<file path="config.mk">
export PLATFORM = sky130hd
export DESIGN_NAME = arm_imm_encoder
export DESIGN_NICKNAME = d
export VERILOG_FILES = /design/src/rtl/arm_imm_encoder.sv
export SDC_FILE = /design/constraint.sdc
export NUM_CORES = 1
export LEC_CHECK = 0
export CORE_MARGIN = 1
export CORE_UTILIZATION = 51
export CTS_CLUSTER_SIZE = 24
export DETAILED_ROUTE_END_ITERATION = 8
export GPL_ROUTABILITY_DRIVEN = 0
export PLACE_DENSITY = 0.85
export SLEW_MARGIN = 20
export SYNTH_ARGS = -nofsm -noshare
export SYNTH_HDL_FRONTEND = slang
export SYNTH_SLANG_ARGS = --single-unit
</file>
<file path="constraint.sdc">
create_clock -name clk -period 4.05 [get_ports clk]
set_clock_uncertainty 0.2 [all_clocks]
set_input_delay 0.405 -clock clk [delete_from_list [all_inputs] [get_ports clk]]
set_output_delay 0.405 -clock clk [all_outputs]
set_load 0.02 [all_outputs]
</file>
<file path="src/rtl/arm_imm_encoder.sv">
// Sequential ARM data-processing immediate encoder: finds (imm8, rot4) with value = imm8 ROR 2*rot4.
// Define ARM_IMM_FAST_EN to test two rotations per cycle; results are identical, only latency changes.
module arm_imm_encoder #(
    parameter int DATA_WIDTH = 32,
    parameter int ROT_WIDTH  = 4,
    parameter int IMM_WIDTH  = 8
) (
    input  logic                  clk,
    input  logic                  rst,
    input  logic                  in_valid,
    output logic                  in_ready,
    input  logic [DATA_WIDTH-1:0] value,
    input  logic                  carry_flag,
    output logic                  out_valid,
    input  logic                  out_ready,
    output logic [IMM_WIDTH-1:0]  imm8,
    output logic [ROT_WIDTH-1:0]  rot4,
    output logic                  encodable,
    output logic                  shift_carry_out
);

    typedef enum logic [1:0] {
        IDLE,
        SEARCH,
        DONE
    } state_t;

    state_t                  state;
    state_t                  state_nx;
    logic [DATA_WIDTH-1:0]   val_q;
    logic                    carry_q;
    logic [ROT_WIDTH-1:0]    cnt;

    logic                    hit;
    logic                    last;
    logic [IMM_WIDTH-1:0]    hit_imm;
    logic [ROT_WIDTH-1:0]    hit_rot;
    logic [ROT_WIDTH-1:0]    cnt_step;

    // Rotate left by amt: upper half of the doubled word shifted left.
    function automatic logic [DATA_WIDTH-1:0] rotl(
        input logic [DATA_WIDTH-1:0] v,
        input logic [ROT_WIDTH:0]    amt
    );
        logic [2*DATA_WIDTH-1:0] dbl;
        dbl = {v, v} << amt;
        return dbl[2*DATA_WIDTH-1:DATA_WIDTH];
    endfunction

`ifdef ARM_IMM_FAST_EN
    logic [ROT_WIDTH-1:0]  cnt_hi;
    logic [DATA_WIDTH-1:0] cand_lo;
    logic [DATA_WIDTH-1:0] cand_hi;
    logic                  hit_lo;
    logic                  hit_hi;

    // Lower rotation of the pair is checked first so the canonical encoding wins.
    always_comb begin
        cnt_hi   = cnt + ROT_WIDTH'(1);
        cand_lo  = rotl(val_q, {cnt, 1'b0});
        cand_hi  = rotl(val_q, {cnt_hi, 1'b0});
        hit_lo   = (cand_lo[DATA_WIDTH-1:IMM_WIDTH] == '0);
        hit_hi   = (cand_hi[DATA_WIDTH-1:IMM_WIDTH] == '0);
        hit      = hit_lo | hit_hi;
        hit_rot  = hit_lo ? cnt : cnt_hi;
        hit_imm  = hit_lo ? cand_lo[IMM_WIDTH-1:0] : cand_hi[IMM_WIDTH-1:0];
        last     = (cnt == ROT_WIDTH'((2 ** ROT_WIDTH) - 2));
        cnt_step = ROT_WIDTH'(2);
    end
`else
    logic [DATA_WIDTH-1:0] cand;

    always_comb begin
        cand     = rotl(val_q, {cnt, 1'b0});
        hit      = (cand[DATA_WIDTH-1:IMM_WIDTH] == '0);
        hit_rot  = cnt;
        hit_imm  = cand[IMM_WIDTH-1:0];
        last     = (cnt == '1);
        cnt_step = ROT_WIDTH'(1);
    end
`endif

    always_ff @(posedge clk or posedge rst) begin
        if (rst) begin
            state <= IDLE;
        end else begin
            state <= state_nx;
        end
    end

    always_comb begin
        state_nx = state;
        case (state)
            IDLE:    if (in_valid) state_nx = SEARCH;
            SEARCH:  if (hit || last) state_nx = DONE;
            DONE:    if (out_ready) state_nx = IDLE;
            default: state_nx = IDLE;
        endcase
    end

    always_comb begin
        in_ready  = (state == IDLE);
        out_valid = (state == DONE);
    end

    always_ff @(posedge clk or posedge rst) begin
        if (rst) begin
            val_q           <= '0;
            carry_q         <= 1'b0;
            cnt             <= '0;
            imm8            <= '0;
            rot4            <= '0;
            encodable       <= 1'b0;
            shift_carry_out <= 1'b0;
        end else begin
            case (state)
                IDLE: begin
                    if (in_valid) begin
                        val_q   <= value;
                        carry_q <= carry_flag;
                        cnt     <= '0;
                    end
                end
                SEARCH: begin
                    if (hit) begin
                        imm8            <= hit_imm;
                        rot4            <= hit_rot;
                        encodable       <= 1'b1;
                        // A non-zero rotate makes the shifter carry equal to the result MSB.
                        shift_carry_out <= (hit_rot == '0) ? carry_q : val_q[DATA_WIDTH-1];
                    end else if (last) begin
                        imm8            <= '0;
                        rot4            <= '0;
                        encodable       <= 1'b0;
                        shift_carry_out <= carry_q;
                    end else begin
                        cnt <= cnt + cnt_step;
                    end
                end
                default: ;
            endcase
        end
    end

endmodule

</file>
==> results by stage <==
Timing:
- The worst hold slack after final layout is 287 ps.
- The pin slew with the least headroom to its limit is 892 ps.
- The number of endpoints with negative hold slack in the final report is 0.
- After routing, the total negative slack on setup checks comes to 0 ps.
- The number of pins with negative max-slew slack in the final report came to 0.
- The period utilization is 0.895.
- Counting I/O delays and the setup requirement, the final critical path takes about 3600 ps.
- Setup repair after global routing left no endpoint under its margin.
- The maximum clock rate is around 280 MHz.
- The number of setup violations in the final report is 0.
- The headroom to the max-slew limit is 0.405.

Detailed routing:
- The per-cell routed wire length is 18.1 µm.
- The count of nets left with antenna violations once routing finished came out at 0.
- In the routed layout, each cell is associated on average with a via count of ~6.5.
- For this block, the initial DRC count from the detailed router was 653.
- In the routed design, unresolved DRC markers number 0.
- For this block, the routed nets add up to approximately 11 mm of wire.
- The number of iterations in the first detailed-routing pass is 8.
- Across all layers, the routed design uses 3890 vias.

Worst hold path:
- The worst hold path begins at encodable.
- The hold path endpoint is encodable.
- The hold path depth is 1.
- The path category of the worst min-delay check is register to register.

CTS:
- The clock net sink count is 53.
- The clock tree from TritonCTS is built.
- The number of cells upsized or downsized after cts is 0.
- The CTS clock-pin slew for the worst setup and hold paths is 90 ps.
- The number of clock buffers added by TritonCTS is 5.
- Clock latency on the worst-skew pair, taken at its later pin, is 310 ps.
- The clock tree buffer depth is 2.
- The root buffer cell chosen for the clock tree is sky130_fd_sc_hd__clkbuf_8.
- Buffers added to address setup during post-CTS repair amount to 0.
- After clock tree synthesis, the flow added hold-fix buffers numbering 0.
- The H-tree was split into 2 levels.

Die:
- The die width is 91.0 µm.
- For this configuration, the core starts out at a cell density of 0.526.
- The floorplan has 32 rows.
- In this run the vertical extent of the chip is 91.0 µm.
- The die footprint is 8290 µm².
- The total area inside the core boundary comes to 7690 µm².
- The top-level port count is 53.

Yosys:
- The most instantiated flip-flop cell in the synthesis netlist is sky130_fd_sc_hd__dfrtp_1.
- Yosys mapped a number of flops with a built-in enable equal to 0.
- Synthesis inferred 53 register bits.
- Of the total synthesized cell area, the portion taken by AND, OR, NAND and NOR gates is 0.254.
- The cell taking the most area after synthesis is sky130_fd_sc_hd__dfrtp_1.
- The xor/xnor cell area share of the yosys netlist is 0.00217.
- The cell count after synthesis is 476.
- The synthesized-area fraction occupied by ao, oa, aoi and oai cells is 0.139.
- Yosys printed 0 warnings.
- Yosys mapped the design onto 57 distinct sky130hd cell types.
- In this run the cell area of the synthesized design comes to 4040 µm².
- The share of synthesized registers carrying an async set or reset is 1.00.
- Sorting the synthesized cells by area gives the leading types as sky130_fd_sc_hd__dfrtp_1 (33%), sky130_fd_sc_hd__nand2_1 (14%), sky130_fd_sc_hd__mux4_2 (14%).
- The part of the Yosys area used for sequential elements is 0.328.
- The largest family of logic cells by synthesized area is simple AND/OR/NAND/NOR gates.
- Of the total synthesized cell area, the portion taken by full adders, half adders and majority gates is 0.00619.
- Measured against the total synthesized area, the mux share comes to 0.200.
- The fraction of post-synthesis cell area in the top cell type by area is 0.328.
- Counting every net in the synthesized netlist gives about 500.
- The post-synthesis area per instance is 8.49 µm².

Setup path:
- STA puts the critical path data required time at 4050 ps.
- Along the worst path, the maximum fanout reaches 37.
- The kind of launch point of the worst setup path is a register.
- Measured in cells, the most critical reg-to-reg path has a length of 9.
- The worst setup path category is register to register.
- The worst register-to-register path ends at shift_carry_out.
- The arrival time at the worst endpoint is roughly 3600 ps.
- The kind of end point of the critical path is a register.
- The startpoint of the worst setup timing path is cnt[1].
- The launch point of the worst reg-to-reg path is cnt[1].
- In this run the register-to-register setup slack is roughly 430 ps.

Placed design:
- The number of cells after detailed placement is a little under 600.
- Buffers placed on the I/O ports in this run total 52.
- The detailed-placement wirelength estimate is 7.58 mm.

Global routing:
- Entering global routing, the biggest net connects 54 pins.
- The initial antenna violation count came to 0.
- The number of global-route vias before repair is approximately 3700.
- The first-pass GRT wire length is 18.3 mm.
- Summed over all layers, the global routing overflow is 0.
- In the global route stage, overall resource usage came out at 0.275.

Final layout:
- The top cell types in the final layout, fill and taps aside, are sky130_fd_sc_hd__nand2_1 (150), sky130_fd_sc_hd__dfrtp_1 (52), sky130_fd_sc_hd__clkdlybuf4s50_1 (52), sky130_fd_sc_hd__nor2_1 (28).
- 0 antenna diodes ended up in the layout.
- The most common cell after layout, fill and taps aside is sky130_fd_sc_hd__nand2_1.
- The layout overhead on the synthesized area is 13.4%.
- Measured on the finished design, the core utilization comes to 0.596.
- The total of fill cells in the finished design is 681.
- For this run, the post-layout net count is 534.
- Summing all multi-input logic gate instances after layout gives 2440 µm².
- After the flow finishes, the layout carries non-filler instances totaling ~600.
- The sequential cell area in the final layout is 1330 µm².
- The share of post-route cells with drive strength above 1 is 0.121.

Power:
- Across the VDD grid, the largest voltage drop is about 0.36 mV.
- Dividing total power by cell area gives a power density of 828 nW/µm².
- The total power consumption of the routed design is roughly 3800 µW.
- The leakage power of the design is 0.00193 µW.

Status:
- The flow ran to the end, and the final reports show no timing, DRC or antenna violations.

Job:
- The max-capacitance violation count is 0.
## report_power, final
group | leakage (µW) | internal (µW) | switching, µW
Sequential | 0.000677 | 713 | 569
Clock | 0.0000385 | 123 | 172
Combinational | 0.00122 | 1070 | 1150
## logic make-up (layout without fill, tap and decap cells)
logic type               Yosys count  in the layout
adder cells (fa/ha/maj)            2              2
buffers and inverters             55             75
multiplexers                      49             49
AND/OR/NAND/NOR                  236            236
flip-flops                        53             53
AO/OA/AOI/OAI                     80             80
XOR/XNOR                           1              1
## worst max-delay path, stage by stage (launching register included)
cell	delay, ps
sky130_fd_sc_hd__dfrtp_2	840
sky130_fd_sc_hd__clkinv_1	570
sky130_fd_sc_hd__mux4_2	350
sky130_fd_sc_hd__nand2_1	60
sky130_fd_sc_hd__a2111oi_2	490
sky130_fd_sc_hd__a31oi_1	160
sky130_fd_sc_hd__nor3_4	200
sky130_fd_sc_hd__buf_4	280
sky130_fd_sc_hd__a21oi_1	110
sky130_fd_sc_hd__o221a_1	230
## synth_stat cells (4+ instances only)
cell,number
sky130_fd_sc_hd__mux2i_1,19
sky130_fd_sc_hd__inv_1,4
sky130_fd_sc_hd__nor2_1,28
sky130_fd_sc_hd__mux4_2,25
sky130_fd_sc_hd__buf_6,6
sky130_fd_sc_hd__a21oi_1,16
sky130_fd_sc_hd__clkbuf_1,23
sky130_fd_sc_hd__o21ai_1,12
sky130_fd_sc_hd__a211oi_1,13
sky130_fd_sc_hd__nor3_1,25
sky130_fd_sc_hd__nand2_1,151
sky130_fd_sc_hd__buf_2,13
sky130_fd_sc_hd__buf_4,4
sky130_fd_sc_hd__dfrtp_1,53
sky130_fd_sc_hd__nor4_1,4
sky130_fd_sc_hd__mux2_2,5
sky130_fd_sc_hd__o21ai_0,13
sky130_fd_sc_hd__o211ai_1,4
sky130_fd_sc_hd__nor3b_1,5
## area by class of cell
cell class,count,share of cell area
clock buffer,7,0.0166
clock inverter,1,0.00164
inverter,7,0.00600
multi-input combinational,368,0.532
sequential,53,0.290
tap,102,0.0278
timing repair buffer,60,0.127
## worst max path at each step
stage,to,slack [ps],cells after the start
after detailed placement,shift_carry_out,560,9
after global placement,shift_carry_out,700,9
after global routing,shift_carry_out,240,9
final,shift_carry_out,430,9
after floorplan,state[0],1460,9
after CTS,shift_carry_out,530,9
## per-stage QoR
stage | area [µm²] | worst slack [ps]
6_report | 4580 | 427
5_1_grt | 4580 | 243
4_1_cts | 4580 | 532
3_5_place_dp | 4500 | 563
3_3_place_gp | 4500 | 699
2_1_floorplan | 4040 | 1460
## layer usage
layer	GRT usage	up-vias	part of all wire
met5	0	-	0
met4	0.136	0	0.052
met3	0.0570	80	0.12
met2	0.437	297	0.45
met1	0.359	1786	0.38
li1	-	1727	-
## registers in the layout, summed over array words and instances, names as in the netlist
register	flops
val_q	32
imm8	8
cnt	4
rot4	4
state	2
carry_q	1
encodable	1
shift_carry_out	1
Power figures use the tool's default switching activity.
